==> src/rtl/pipe_pkg.sv <==
// pipe_pkg: shared state encoding, counter width and occupancy codes for pipe_stage_reg
package pipe_pkg;
  typedef enum logic [1:0] {PS_EMPTY, PS_FULL, PS_SKID} pipe_state_t;
  localparam int PIPE_PERF_CNT_W = 16;
  localparam logic [1:0] OCC_EMPTY = 2'd0;
  localparam logic [1:0] OCC_ONE   = 2'd1;
  localparam logic [1:0] OCC_TWO   = 2'd2;
endpackage

==> src/rtl/pipe_sat_counter.sv <==
// pipe_sat_counter: W-bit up-counter that sticks at all-ones, with sync reset, sync clear and increment enable
module pipe_sat_counter #(
  parameter int W = 16
) (
  input  logic         clk,
  input  logic         rst,
  input  logic         clr,
  input  logic         en,
  output logic [W-1:0] cnt
);
  logic [W-1:0] cnt_q, cnt_d;
  // clear beats increment; increment stops at all-ones instead of wrapping
  always_comb cnt_d = clr ? '0 : (en && cnt_q != '1) ? cnt_q + 1'b1 : cnt_q;
  // count register
  always_ff @(posedge clk) cnt_q <= rst ? '0 : cnt_d;
  assign cnt = cnt_q;
endmodule

==> src/rtl/pipe_stage_reg.sv <==
// pipe_stage_reg: elastic valid/ready stage with two-entry skid buffer; PIPE_STAGE_PERF_EN adds stall/flush counters
module pipe_stage_reg
  import pipe_pkg::*;
#(
  parameter int                DATA_W      = 64,
  parameter logic [DATA_W-1:0] BUBBLE_DATA = '0
) (
  input  logic              Clk,
  input  logic              Rst,
  input  logic              Flush,
  input  logic              InValid,
  output logic              InReady,
  input  logic [DATA_W-1:0] InData,
  output logic              OutValid,
  input  logic              OutReady,
  output logic [DATA_W-1:0] OutData,
  output logic [1:0]        Occupancy
`ifdef PIPE_STAGE_PERF_EN
  ,
  output logic [PIPE_PERF_CNT_W-1:0] StallCnt,
  output logic [PIPE_PERF_CNT_W-1:0] FlushCnt
`endif
);
  pipe_state_t       state_q, state_d;
  logic [DATA_W-1:0] main_q, main_d, skid_q, skid_d;
  logic              in_fire, out_fire;
  assign InReady   = state_q != PS_SKID;
  assign OutValid  = state_q != PS_EMPTY;
  assign in_fire   = InValid && InReady;
  assign out_fire  = OutValid && OutReady;
  assign OutData   = OutValid ? main_q : BUBBLE_DATA;
  assign Occupancy = state_q == PS_SKID ? OCC_TWO : state_q == PS_FULL ? OCC_ONE : OCC_EMPTY;
  // next state and register loads; main is always the head, skid only ever holds the younger entry
  always_comb begin
    state_d = state_q;
    main_d  = main_q;
    skid_d  = skid_q;
    if (Flush) begin
      state_d = PS_EMPTY;
      main_d  = BUBBLE_DATA;
      skid_d  = BUBBLE_DATA;
    end else begin
      case (state_q)
        PS_EMPTY: if (in_fire) begin
          main_d  = InData;
          state_d = PS_FULL;
        end
        PS_FULL: if (in_fire && out_fire) main_d = InData;
        else if (in_fire) begin
          skid_d  = InData;
          state_d = PS_SKID;
        end else if (out_fire) state_d = PS_EMPTY;
        PS_SKID: if (out_fire) begin
          main_d  = skid_q;
          state_d = PS_FULL;
        end
        default: state_d = PS_EMPTY;
      endcase
    end
  end
  // state and data registers; reset overrides flush and any handshake
  always_ff @(posedge Clk) begin
    state_q <= Rst ? PS_EMPTY : state_d;
    main_q  <= Rst ? BUBBLE_DATA : main_d;
    skid_q  <= Rst ? BUBBLE_DATA : skid_d;
  end
`ifdef PIPE_STAGE_PERF_EN
  pipe_sat_counter #(.W(PIPE_PERF_CNT_W)) u_stall_cnt (
    .clk(Clk), .rst(Rst), .clr(1'b0), .en(OutValid && !OutReady), .cnt(StallCnt)
  );
  pipe_sat_counter #(.W(PIPE_PERF_CNT_W)) u_flush_cnt (
    .clk(Clk), .rst(Rst), .clr(1'b0), .en(Flush), .cnt(FlushCnt)
  );
`endif
endmodule

==> config.mk <==
export PLATFORM = sky130hd
export DESIGN_NAME = pipe_stage_reg
export DESIGN_NICKNAME = d
export VERILOG_FILES = /design/src/rtl/pipe_pkg.sv /design/src/rtl/pipe_sat_counter.sv /design/src/rtl/pipe_stage_reg.sv
export SDC_FILE = /design/constraint.sdc
export NUM_CORES = 1
export LEC_CHECK = 0
export ABC_AREA = 1
export CAP_MARGIN = 20
export CORE_AREA = 2 2 120 122
export CTS_BUF_LIST = sky130_fd_sc_hd__clkbuf_4 sky130_fd_sc_hd__clkbuf_8 sky130_fd_sc_hd__clkbuf_16
export CTS_CLUSTER_DIAMETER = 100
export DETAILED_ROUTE_END_ITERATION = 12
export DIE_AREA = 0 0 122 124
export PLACE_DENSITY = 0.81
export SYNTH_ARGS = -nofsm -noshare
export SYNTH_HDL_FRONTEND = slang
export SYNTH_SLANG_ARGS = --single-unit
==> constraint.sdc <==
create_clock -name Clk -period 2.2 [get_ports Clk]
set_clock_uncertainty 0.2 [all_clocks]
set_input_delay 0.44 -clock Clk [delete_from_list [all_inputs] [get_ports Clk]]
set_output_delay 0.44 -clock Clk [all_outputs]
set_load 0.05 [all_outputs]
==> results.md, run 1 <==
- CORE AREA: 13700 sq um
- Final HPWL DP: around 9500 microns
- Leak: ~3.7 nW
- Crit path capture type: primary output
- R2R depth: 9
- RSZ-0062 raised after global routing: true
- Antenna Cells: 0
- Final setup TNS: 0 ns
- Final setup fails: 0
- Worst slew pin tran: approximately 0.36 ns
- Top-level I/O count: 137
- Via density: roughly 4.5
- Min Hold Slack: 0.280 ns
- Crit-path leading delay family: buffers and inverters
- Global-route wire length before repair: roughly 24000 microns
- Reg2Reg Setup Slack: around 0.4 ns
- Slew Viols, Final: 0
- Sequential-to-total area share from yosys stat: 0.428
- Status: finished clean
- Largest family of logic cells by synthesized area: simple AND/OR/NAND/NOR gates
- FF-to-FF End: main_q[32]$_SDFFE_PP0P_
- Post-DR wirelength/cell: ~11 microns
- Fillers: about 1300
- Root Driver: clkbuf_16
- Syn Std Cell Area: just over 6000 sq um
- Switching power: approximately 1.4 mW
- Multiplexer share of the synthesized area: 0
- Complex-gate fraction of the synthesized area: 0.0551
- Commonest non-fill, non-tap cell in the layout: nand2_1
- Initial Utilization: 0.443
- Sw frac: 0.236
- Clock transition at path regs: around 0.05 ns
- H-tree levels: 4
- Hold path start: skid_q[40]$_SDFFE_PP0P_
- First drt pass iteration count: 4
- Worst-path cell chain: nor2_4 -> buf_12 -> nor2_1 -> buf_4
- Clock share of power: 0.464
- Simple-gate share of the synthesized area: 0.405
- Post-Syn Instances: 987
- DRC: 0
- #FFs+latches synth: 130
- Hold EP: skid_q[40]$_SDFFE_PP0P_
- Pint: between 4 and 5 mW
- Total CTS buffers: 17
- Vias in the first global route: approximately 5100
- Sequential Power Share: 0.420
- Pin count of the biggest net entering global routing: 74
- Worst path buffer plus inverter count: 2
- # nets final: 1170
- Final Power: 5.82 mW
- Hold Crit Depth: 2
- Horiz. Die Dim: 122 microns
- Worst Path Required: 1.56 ns
- Global route overflow: 0
- Clk buf depth: 2
- Area Overhead vs Synth: 31.9%
- Share of layout cells above drive strength 1: 0.118
- Crit Path Class: flop to primary output
- Logic pwr share: 0.116
- Delay of the slowest critical-path stage: roughly 0.35 ns
- Max Freq: ~470 MHz
- Synth Area per Inst: about 6.2 sq um
- Period Utilization, post-route: 0.965
- CTS tree: built
- Gpl congestion: 0.810
- CTS Hold Bufs: 0
- Post-synth cell types: 16
- Tot GR Track Use: 0.201
- Post-synth net total: about 1100
- Tmin final: ~2.1 ns
- Max VDD drop: 0.434 mV
- Most frequent cells in the layout: 326 x nand2_1, 320 x nor2_1, 128 x dfxtp_1
- Full die area: around 15000 sq um
- Synth Area in Adders: 0
- Max-Cap Viols: 0
- Final setup margin: around 0.076 ns
- Launching point of the worst reg2reg path: state_q[0]$_SDFFE_PP0P_
- Post-Place Worst Slack: 0.184 ns
- Initial antenna violation count: 0
- Final ANT Viol Nets: 0
- Iteration-0 DRC Markers: 402
- Pwr Density: approximately 730 nW/um^2
- Slowest cell on crit path: dfxtp_2
- Synth warn: 0
- # port buffers: 136
- Post-Synth XOR/XNOR Area: 0
- CTS sink cnt: between 100 and 150
- Critical Path Start Type: flop
- Max FO, Critical Path: 35
- Final WL: between 10000 and 15000 microns
- Worst Path Arrival: about 1.5 ns
- Worst hold path type: flop to flop
- Worst slew margin: 0.761
- Num rows: 43
- Final Hold Vio Count: 0
- Clock latency on the worst-skew pair: 0.41 ns
- DIE HEIGHT: 124 microns
- Vias: 5833
==> worst max-delay path by stage <==
stage / startpoint / end / slack, ns / cells after the start
2_1_floorplan: state_q[1]$_SDFFE_PP0P_ / OutData[54] / 0.12 / 4
3_3_place_gp: OutReady / main_q[47]$_SDFFE_PP0P_ / 0.22 / 8
3_5_place_dp: OutReady / main_q[32]$_SDFFE_PP0P_ / 0.18 / 8
4_1_cts: state_q[0]$_SDFFE_PP0P_ / OutData[59] / 0.04 / 4
5_1_grt: state_q[0]$_SDFFE_PP0P_ / OutData[29] / -0.01 / 4
6_report: state_q[0]$_SDFFE_PP0P_ / OutData[22] / 0.08 / 4
==> Yosys cell counts, drive strengths merged <==
library cell  count  area share
nand2           329        0.20
nor2            323        0.20
dfxtp           130        0.43
inv              74       0.046
o21ai            65       0.053
buf              43       0.054
clkbuf           19       0.012
a21oi             2      0.0016
nand3             2      0.0016
==> kinds of logic (layout without fill, tap and decap cells) <==
family                 after synthesis  count (layout)
AND/OR/NAND/NOR                    654             654
buffers and inverters              136             262
flip-flops                         130             130
AO/OA/AOI/OAI                       67              67
==> tightest hold or removal path, cell delays in order, from the launching register on <==
cell     delay (ns)
dfxtp_1        0.32
nor2_1         0.05
nor2_1         0.08
==> sequential cells by signal (all words and copies together) (netlist names) <==
signal,flops
skid_q,64
state_q,2
main_q,64
==> final cells by class <==
type                       count  area (sq um)  area share
multi-input combinational    721          2820       0.352
sequential                   130          2610       0.325
timing repair buffer         157          1520       0.190
clock buffer                  26           524      0.0653
inverter                      74           278      0.0346
tap                          180           225      0.0281
clock inverter                 5          50.0     0.00624
==> stage by stage <==
step	util	area, sq um	instances
detailed placement	0.538	7370	1260
floorplan	-	6080	987
global route	0.585	8030	1293
global placement	0.538	7370	1260
CTS	0.581	7970	1293
finish	0.585	8030	1293
==> metal layers <==
metal,GRT usage,up-vias,wire (microns)
li1,-,3143,-
met1,0.245,2527,6510
met2,0.345,140,7150
met3,0.0375,23,671
met4,0.0905,0,317
met5,0,-,0
==> repair_timing <==
item                                    CTS  global route
setup buffers                             2             0
endpoints found under the setup margin   55            19
resized for setup                         2            16
pin swaps                                 1             0
==> power groups by stage <==
stage               registers (mW)  logic [mW]  clock network (mW)
finish                        2.45       0.677                2.70
global route                  2.45       0.764                2.84
CTS                           2.45       0.677                2.74
detailed placement            2.49       0.668                   0
global placement              2.49       0.664                   0
floorplan                     2.49       0.436                   0
No activity file was read; power rests on OpenSTA's default activity.
==> run 2: changes to the inputs <==
CAP_MARGIN = default   (was 20)
CORE_AREA = 2 2 109 111   (was 2 2 120 122)
DIE_AREA = 0 0 111 113   (was 0 0 122 124)
PLACE_DENSITY = 0.94   (was 0.81)
==> run 2 against run 1 <==
  * Hold slack gained 0.0025 ns
  * Register-to-register slack gained 0.16 ns
  * Combinational power grew 4.1%
  * Final cell count shrank 2.3%
  * Maximum frequency shrank 1.5%
  * Worst setup slack lost 0.032 ns
  * Sequential share of layout area shrank 0.73 points
  * Utilization grew 14 points
  * Die area shrank 17%
  * Routed wire length grew 7.7%
  * Critical endpoint is now OutData[11]
  * Highest routed layer unchanged
==> results.md, run 2 (synthesis gave the netlist of run 1 again) <==
- Final ANT Viol Nets: 0 (unchanged)
- Share of layout cells above drive strength 1: 0.123 (was 0.118)
- Period Utilization, post-route: 0.980 (was 0.965)
- Initial Utilization: 0.540 (was 0.443)
- Post-Place Worst Slack: 0.163 ns (was 0.184 ns)
- Post-DR wirelength/cell: 12.5 microns (was 11.3 microns)
- Pwr Density: 791 nW/um^2 (was 725 nW/um^2)
- Clock transition at path regs: 0.05 ns (about the same)
- Root Driver: clkbuf_16 (unchanged)
- Status: finished clean (unchanged)
- Critical Path Start Type: flop (unchanged)
- CTS sink cnt: 130 (unchanged)
- Fillers: 843 (was 1334)
- Slowest cell on crit path: dfxtp_2 (unchanged)
- Leak: 3.78 nW (was 3.70 nW)
- Final HPWL DP: 9680 microns (was 9530 microns)
- Global-route wire length before repair: 25900 microns (was 24000 microns)
- # nets final: 1176 (was 1170)
- Commonest non-fill, non-tap cell in the layout: nand2_1 (unchanged)
- Critical path depth: 4 (unchanged)
- Final setup TNS: 0 ns (unchanged)
- Max-Cap Viols: 0 (unchanged)
- Worst hold path type: flop to flop (unchanged)
- Most frequent cells in the layout: 326 x nand2_1, 320 x nor2_1, 128 x dfxtp_1 (unchanged)
- CORE AREA: 11300 sq um (was 13700 sq um)
- Global route overflow: 0 (unchanged)
- Clock latency on the worst-skew pair: 0.42 ns (was 0.41 ns)
- Worst Path Arrival: 1.52 ns (was 1.48 ns)
- Max VDD drop: 0.480 mV (was 0.434 mV)
- Final setup margin: 0.0447 ns (was 0.0763 ns)
- Most frequent CP cell: buf_4
- Hold Crit Depth: 2 (unchanged)
- Clk buf depth: 2 (unchanged)
- Max Freq: 464 MHz (was 471 MHz)
- Top Registers: main_q (64), skid_q (64), state_q (2) (unchanged)
- DIE HEIGHT: 113 microns (was 124 microns)
- CTS Hold Bufs: 0 (unchanged)
- Via density: 4.97 (was 4.51)
- Tmin final: 2.16 ns (was 2.12 ns)
- Worst Setup SP: state_q[1]$_SDFFE_PP0P_ (was state_q[0]$_SDFFE_PP0P_)
- Worst Path Required: 1.56 ns (about the same)
- Horiz. Die Dim: 111 microns (was 122 microns)
- Hold path start: skid_q[36]$_SDFFE_PP0P_ (was skid_q[40]$_SDFFE_PP0P_)
- Crit path capture type: primary output (unchanged)
- CTS tree: built (unchanged)
- DRC: 0 (unchanged)
- Full die area: 12500 sq um (was 15100 sq um)
- Iteration-0 DRC Markers: 382 (was 402)
- Top-level I/O count: 137 (unchanged)
- Core Util, Final: 0.728 (was 0.585)
- First drt pass iteration count: 5 (was 4)
- Initial antenna violation count: 0 (unchanged)
- Final Hold Vio Count: 0 (unchanged)
- Gpl congestion: 0.827 (was 0.810)
- R2R depth: 7 (was 9)
- Delay of the slowest critical-path stage: 0.35 ns (about the same)
- Vias in the first global route: 5734 (was 5128)
- Final Power: 6.49 mW (was 5.82 mW)
- Num rows: 39 (was 43)
- Worst-path cell chain: nor2_4 -> buf_4 -> nor2_1 -> buf_4 (was nor2_4 -> buf_12 -> nor2_1 -> buf_4)
- Worst slew margin: 0.700 (was 0.761)
- Worst path buffer plus inverter count: 2 (unchanged)
- Final WL: 15800 microns (was 14600 microns)
- Crit-path leading delay family: buffers and inverters (unchanged)
- Area Overhead vs Synth: 35.0% (was 31.9%)
- Pin count of the biggest net entering global routing: 47 (was 74)
- Total CTS buffers: 17 (unchanged)
- Worst slew pin tran: 0.448 ns (was 0.359 ns)
- Tot GR Track Use: 0.252 (was 0.201)
- Vias: 6283 (was 5833)
- RSZ-0062 raised after global routing: true (unchanged)
- H-tree levels: 4 (unchanged)
- Max FO, Critical Path: 14 (was 35)
- Slew Viols, Final: 0 (unchanged)
- # port buffers: 136 (unchanged)
- Launching point of the worst reg2reg path: state_q[1]$_SDFFE_PP0P_ (was state_q[0]$_SDFFE_PP0P_)
- Final setup fails: 0 (unchanged)
- Antenna Cells: 0 (unchanged)
- Crit Path Class: flop to primary output (unchanged)
==> run 2: layer usage <==
layer,share of wire,track usage,up-vias,wire length [microns]
li1,-,-,3162,-
met4,0.033,0.140,0,528
met1,0.41,0.302,2805,6390
met2,0.50,0.427,267,7850
met5,0,0,-,0
met3,0.063,0.0525,49,989
==> run 2: final cells by class <==
cell class                 count  area (sq um)  share of cell area
multi-input combinational    721          2820               0.344
sequential                   130          2610               0.317
timing repair buffer         163          1620               0.198
clock buffer                  19           447              0.0544
inverter                      74           278              0.0338
clock inverter                13           256              0.0312
tap                          143           179              0.0218
==> run 2: power by group <==
part           internal (mW)  leakage, nW  switching (mW)  total, mW
combinational          0.297         2.39           0.407      0.705
clock                   2.28        0.337            1.06       3.34
sequential              2.42         1.06          0.0210       2.44
==> run 2: repair_timing <==
item                                    CTS  global route
buffers inserted                          2             0
pin swaps                                 1             1
resized for setup                         1            22
endpoints found under the setup margin   60            55
==> run 2: tightest hold or removal path, cell delays in order (launching register included) <==
cell and delay, ns:
dfxtp_1 0.32, nor2_1 0.05, nor2_1 0.08
==> run 2: stage by stage <==
stage          instances  hold WS (ns)  area [sq um]
2_1_floorplan        987         0.254          6080
3_5_place_dp        1229         0.271          7410
3_3_place_gp        1229         0.261          7410
5_1_grt             1263         0.303          8210
6_report            1263         0.282          8210
4_1_cts             1263         0.285          8130
==> run 2: final timing paths <==
kind | end | slack [ns]
worst min register to register | skid_q[36]$_SDFFE_PP0P_ | 0.28
worst min-delay path | skid_q[36]$_SDFFE_PP0P_ | 0.28
worst max-delay path | OutData[11] | 0.04
worst max register to register | main_q[12]$_SDFFE_PP0P_ | 0.56
